--- src/rtl/dm_arbiter.sv ---
// dm_arbiter
// ----------
// Two-requester round-robin arbiter in front of the single-port 8-bit data
// memory (dat_mem). Requester 0 is the core load/store unit, requester 1 is
// the bench loader / DMA-style helper. Exactly one access reaches dat_mem in
// a grant cycle; read data is captured into a per-requester register and
// presented one cycle later with a one-cycle rvalid pulse.
//
// A requester may hold its grant across consecutive cycles by asserting lock,
// but a burst is capped at LOCK_MAX grants so the other side cannot starve.
//
// Ports:
//   clk, reset              rising-edge clock, async active-high reset
//   rN_req/lock/we          requester N request, burst lock, write select
//   rN_addr/wdata           requester N address and write data
//   rN_gnt                  access performed this cycle (combinational)
//   rN_rvalid/rdata         registered read data and its one-cycle pulse
//   mem_wr_en/addr/dat_in   drive dat_mem
//   mem_dat_out             dat_mem combinational read data
//
// Optional build macro DM_ARB_STATS_EN adds the saturating counters
// r0_gnt_cnt, r1_gnt_cnt and conflict_cnt (16 bits each).

module dm_arbiter #(
  parameter int DW       = 8,
  parameter int AW       = 8,
  parameter int LOCK_MAX = 4
) (
  input  logic          clk,
  input  logic          reset,

  input  logic          r0_req,
  input  logic          r0_lock,
  input  logic          r0_we,
  input  logic [AW-1:0] r0_addr,
  input  logic [DW-1:0] r0_wdata,
  output logic          r0_gnt,
  output logic          r0_rvalid,
  output logic [DW-1:0] r0_rdata,

  input  logic          r1_req,
  input  logic          r1_lock,
  input  logic          r1_we,
  input  logic [AW-1:0] r1_addr,
  input  logic [DW-1:0] r1_wdata,
  output logic          r1_gnt,
  output logic          r1_rvalid,
  output logic [DW-1:0] r1_rdata,

`ifdef DM_ARB_STATS_EN
  output logic [15:0]   r0_gnt_cnt,
  output logic [15:0]   r1_gnt_cnt,
  output logic [15:0]   conflict_cnt,
`endif

  output logic          mem_wr_en,
  output logic [AW-1:0] mem_addr,
  output logic [DW-1:0] mem_dat_in,
  input  logic [DW-1:0] mem_dat_out
);

  typedef enum logic [1:0] {
    ARB   = 2'd0,
    LOCK0 = 2'd1,
    LOCK1 = 2'd2
  } state_t;

  // A lock of one grant is no lock at all, so LOCK_MAX=1 never leaves ARB.
  localparam bit CAN_LOCK = (LOCK_MAX > 1);

  state_t     state;
  logic       last;       // index of the most recent grant; loser of next tie
  logic [3:0] lock_cnt;   // grants already given in the current locked burst
  logic       lock_more;  // one more locked grant still fits under LOCK_MAX

  assign lock_more = ((int'(lock_cnt) + 1) < LOCK_MAX);

  // Grant decision. Reset masks everything so nothing reaches dat_mem while
  // reset is high. In a locked state the owner keeps the port while it
  // requests; if the owner idles, the other side may use that cycle.
  always_comb begin
    r0_gnt = 1'b0;
    r1_gnt = 1'b0;
    if (!reset) begin
      unique case (state)
        ARB: begin
          if (r0_req && r1_req) begin
            if (last) r0_gnt = 1'b1;
            else      r1_gnt = 1'b1;
          end else begin
            r0_gnt = r0_req;
            r1_gnt = r1_req;
          end
        end
        LOCK0: begin
          if (r0_req) r0_gnt = 1'b1;
          else        r1_gnt = r1_req;
        end
        LOCK1: begin
          if (r1_req) r1_gnt = 1'b1;
          else        r0_gnt = r0_req;
        end
        default: begin
          r0_gnt = 1'b0;
          r1_gnt = 1'b0;
        end
      endcase
    end
  end

  // Memory mux: requester 0's fields are the idle default, so the address
  // bus only moves to requester 1 on its grant cycles.
  always_comb begin
    mem_addr   = r0_addr;
    mem_dat_in = r0_wdata;
    if (r1_gnt) begin
      mem_addr   = r1_addr;
      mem_dat_in = r1_wdata;
    end
    mem_wr_en = (r0_gnt && r0_we) || (r1_gnt && r1_we);
  end

  // Arbitration state: burst tracking and round-robin history. A locked
  // burst ends on the owner dropping lock, the owner idling, or the cap.
  always_ff @(posedge clk or posedge reset) begin
    if (reset) begin
      state    <= ARB;
      last     <= 1'b1;
      lock_cnt <= 4'd0;
    end else begin
      if (r0_gnt)      last <= 1'b0;
      else if (r1_gnt) last <= 1'b1;

      unique case (state)
        ARB: begin
          if (r0_gnt && r0_lock && CAN_LOCK) begin
            state    <= LOCK0;
            lock_cnt <= 4'd1;
          end else if (r1_gnt && r1_lock && CAN_LOCK) begin
            state    <= LOCK1;
            lock_cnt <= 4'd1;
          end
        end
        LOCK0: begin
          if (r0_gnt && r0_lock && lock_more) begin
            lock_cnt <= lock_cnt + 4'd1;
          end else begin
            state    <= ARB;
            lock_cnt <= 4'd0;
          end
        end
        LOCK1: begin
          if (r1_gnt && r1_lock && lock_more) begin
            lock_cnt <= lock_cnt + 4'd1;
          end else begin
            state    <= ARB;
            lock_cnt <= 4'd0;
          end
        end
        default: begin
          state    <= ARB;
          lock_cnt <= 4'd0;
        end
      endcase
    end
  end

  // Read capture: the memory answers combinationally in the grant cycle, so
  // the data is registered at that edge and flagged valid for one cycle.
  always_ff @(posedge clk or posedge reset) begin
    if (reset) begin
      r0_rvalid <= 1'b0;
      r0_rdata  <= '0;
      r1_rvalid <= 1'b0;
      r1_rdata  <= '0;
    end else begin
      r0_rvalid <= r0_gnt && !r0_we;
      r1_rvalid <= r1_gnt && !r1_we;
      if (r0_gnt && !r0_we) r0_rdata <= mem_dat_out;
      if (r1_gnt && !r1_we) r1_rdata <= mem_dat_out;
    end
  end

`ifdef DM_ARB_STATS_EN
  // A conflict cycle is any cycle where someone asked and was turned away,
  // either by a tie or by the other side's lock.
  logic conflict;
  assign conflict = (r0_req && r1_req) || (r0_req && !r0_gnt) || (r1_req && !r1_gnt);

  // Saturating statistics counters.
  always_ff @(posedge clk or posedge reset) begin
    if (reset) begin
      r0_gnt_cnt   <= 16'd0;
      r1_gnt_cnt   <= 16'd0;
      conflict_cnt <= 16'd0;
    end else begin
      if (r0_gnt && (r0_gnt_cnt != 16'hFFFF))     r0_gnt_cnt   <= r0_gnt_cnt + 16'd1;
      if (r1_gnt && (r1_gnt_cnt != 16'hFFFF))     r1_gnt_cnt   <= r1_gnt_cnt + 16'd1;
      if (conflict && (conflict_cnt != 16'hFFFF)) conflict_cnt <= conflict_cnt + 16'd1;
    end
  end
`endif

endmodule

--- config.mk ---
export PLATFORM = sky130hd
export DESIGN_NAME = dm_arbiter
export DESIGN_NICKNAME = d
export VERILOG_FILES = /design/src/rtl/dm_arbiter.sv
export SDC_FILE = /design/constraint.sdc
export NUM_CORES = 1
export LEC_CHECK = 0
export CAP_MARGIN = 20
export CORE_MARGIN = 10
export CORE_UTILIZATION = 55
export DETAILED_ROUTE_END_ITERATION = 8
export DONT_BUFFER_PORTS = 1
export PLACE_DENSITY = 0.7
export SYNTH_ARGS = -nofsm -noshare
export SYNTH_HDL_FRONTEND = slang
export SYNTH_SLANG_ARGS = --single-unit
export TNS_END_PERCENT = 1
--- constraint.sdc ---
create_clock -name clk -period 3.2 [get_ports clk]
set_input_delay 0.64 -clock clk [delete_from_list [all_inputs] [get_ports clk]]
set_output_delay 0.64 -clock clk [all_outputs]
set_load 0.01 [all_outputs]
==> metrics <==
status=finished clean; Synth Register Bits=25; final hold viol count=0; CP Depth=4; setup tns final=0 ns; crit path kind=flop to primary output; GP Congestion=0.829; biggest cell delay along the critical path=0.64 ns; First DRT Iteration DRCs=66; Synth-to-Final Area Change=3.57%; CTS Buffer Depth=2; Core Util, Final=58.2%; Post-Synth Simple-Gate Area=12.1%; compound-gate portion of the synthesized area=8.42%; Worst Path Buf+Inv=0; maxcap violations=0; leakage power=0.645 nW; Fill cells=209; Seq. cell area=627 um2; Pins Over Slew Limit=0; Synth Net Count=152; Yosys top cell area share=43.9%; Yosys top cell by area=dfrtp_1; wire length per cell=24.7 um; final wirelength=3.39 mm; Post-CTS Hold Buffers=0; die width=69.9 um; Synth Warn #=0; first-pass GRT wire length=5.20 mm; slowest CP cell=or2_1; unrepaired setup endpoints after global routing=no; clk slew on worst S/H paths=0.14 ns; Die H=69.9 um; Detailed Routing Iterations Pass 1=3; gr usage total=12.6%; Worst Path Required=2.56 ns; fin crit period=2.93 ns; adder-cell area share of the yosys netlist=0.915%; CTS root buf=clkbuf_4; Vias=813; Worst R2R Path Depth=4; full die area=4880 um2; Max Clock Skew=0.00919 ns; post-synthesis instance total=103; clk sinks=25; worst hold path class=input pin to asynchronous set/reset pin; Vias/cell=5.93; std cell rows=18; Critical Path Sink Type=primary output; PwrDens=554 nW/um2; Critical Path, Cell by Cell=nor2b_4, o22a_4, or2_1, mux2_2; sequential element share of the synthesized area=45.8%; Post-CTS Setup Inserts=0; number of global-route vias before repair=936; antenna violations before repair=0; Antenna Cells=0; # setup viols final=0; clk_lat worst skew=0.32 ns; largest cells by area after synthesis=dfrtp_1 (44%), mux2_2 (20%), mux2_4 (8.8%); main combinational cell family by area after synthesis=multiplexers; CTS resizes=0; DRC viols=0; CORE AREA=2430 um2; Synth Area per Inst=13.3 um2; VDD IR max=398 uV; fraction of layout cells with a size suffix above 1=44.9%; H-tree Lvls=1; Slew headroom=45.4%; GRT Residual Overflow=0; crit start category=flop; CP delay by family, top=simple AND/OR/NAND/NOR gates; HPWL after DPL=2.84 mm; post-route ant nets=0; Tot Pwr=0.784 mW; mux cell area share after synthesis=28.5%; XOR/XNOR share of the synthesized area=0%; number of port buffers=0; FMAX=0.341 GHz; starting density of the core=56.2%; worst-margin pin slew=0.818 ns; synth unique cells=30; largest net degree at the start of global routing=30; CTS tree=built; Final period util=91.5%; Multi-input gate area=683 um2; critical path fanouts, max=18; boundary pin count=85; post-synthesis cell area=1370 um2; nets=157; crit path DAT=2.29 ns; Num CTS Buffers=3
==> power breakdown <==
part / switching (mW) / internal, mW
clock: 0.0940 / 0.0507
combinational: 0.0733 / 0.0984
sequential: 0.0833 / 0.384
total: 0.251 / 0.533
==> state kept, by name (all words and copies together), names as in the netlist <==
| register | flops |
|---|---|
| last | 1 |
| lock_cnt | 4 |
| r0_rdata | 8 |
| r0_rvalid | 1 |
| r1_rdata | 8 |
| r1_rvalid | 1 |
| state | 2 |
==> metal layers <==
layer / wire [um] / GRT usage (%) / up-vias / share of wire (%)
li1: - / - / 382 / -
met1: 1110 / 11.9 / 407 / 33
met2: 2010 / 24.5 / 22 / 59
met4: 6 / 1.32 / 0 / 0.18
met5: 0 / 0 / - / 0
met3: 260 / 6.21 / 2 / 7.7
==> worst paths after layout <==
| kind | startpoint | to | slack, ns |
|---|---|---|---|
| worst min register to register | last | last | 0.50 |
| max in group asynchronous | reset | last | 2.61 |
| worst max register to register | state[1] | r1_rdata[3] | 1.42 |
| worst max-delay path | last | mem_dat_in[4] | 0.27 |
| min in group clk | r1_we | r1_rvalid | 0.42 |
| worst min-delay path | reset | r1_rdata[2] | 0.28 |
==> Yosys cell counts, drive strengths merged <==
library cell,number
dfrtp,24
mux2,32
nand3,1
a21oi,3
and4bb,2
o22a,2
nor2,5
o32ai,1
nor3,2
and3,2
nor2b,3
buf,3
or2,1
and2,1
nand2,6
a31oi,1
a21o,1
a22o,2
dfstp,1
inv,4
o22ai,1
nor4bb,1
a21boi,2
a41o,1
ha,1
==> stage by stage <==
| stage | instances | worst slack [ns] | area, um2 | hold WS [ns] |
|---|---|---|---|---|
| floorplan | 103 | 0.244 | 1370 | 0.461 |
| global placement | 133 | 0.692 | 1390 | 0.481 |
| detailed placement | 133 | 0.619 | 1390 | 0.489 |
| CTS | 137 | 0.258 | 1420 | 0.271 |
| global route | 137 | 0.132 | 1420 | 0.292 |
| finish | 137 | 0.271 | 1420 | 0.281 |
==> final cells by class <==
type / count / share of cell area, %
multi-input combinational: 71 / 48.2
sequential: 25 / 44.3
tap: 30 / 2.65
clock buffer: 3 / 1.59
timing repair buffer: 3 / 1.59
inverter: 4 / 1.06
clock inverter: 1 / 0.618
==> layout by cell type (no fill, tap or decap), types with 2 or more instances in the layout <==
cell type and instances:
nor3_4 2, nor2b_1 2, buf_4 3, a21boi_0 2
clkbuf_4 3, and4bb_2 2, mux2_4 8, nor2_1 5
and3_1 2, dfrtp_1 24, a21oi_1 3, nand2_1 6
mux2_2 24, inv_1 4
==> logic make-up after synthesis <==
kind of cell / after synthesis
adders and majority gates: 1
buffers and inverters: 7
AOI/OAI and AO/OA: 14
muxes: 32
and+or+nand+nor: 24
DFF: 25
Note: power is estimated with default switching activity, not from simulation.
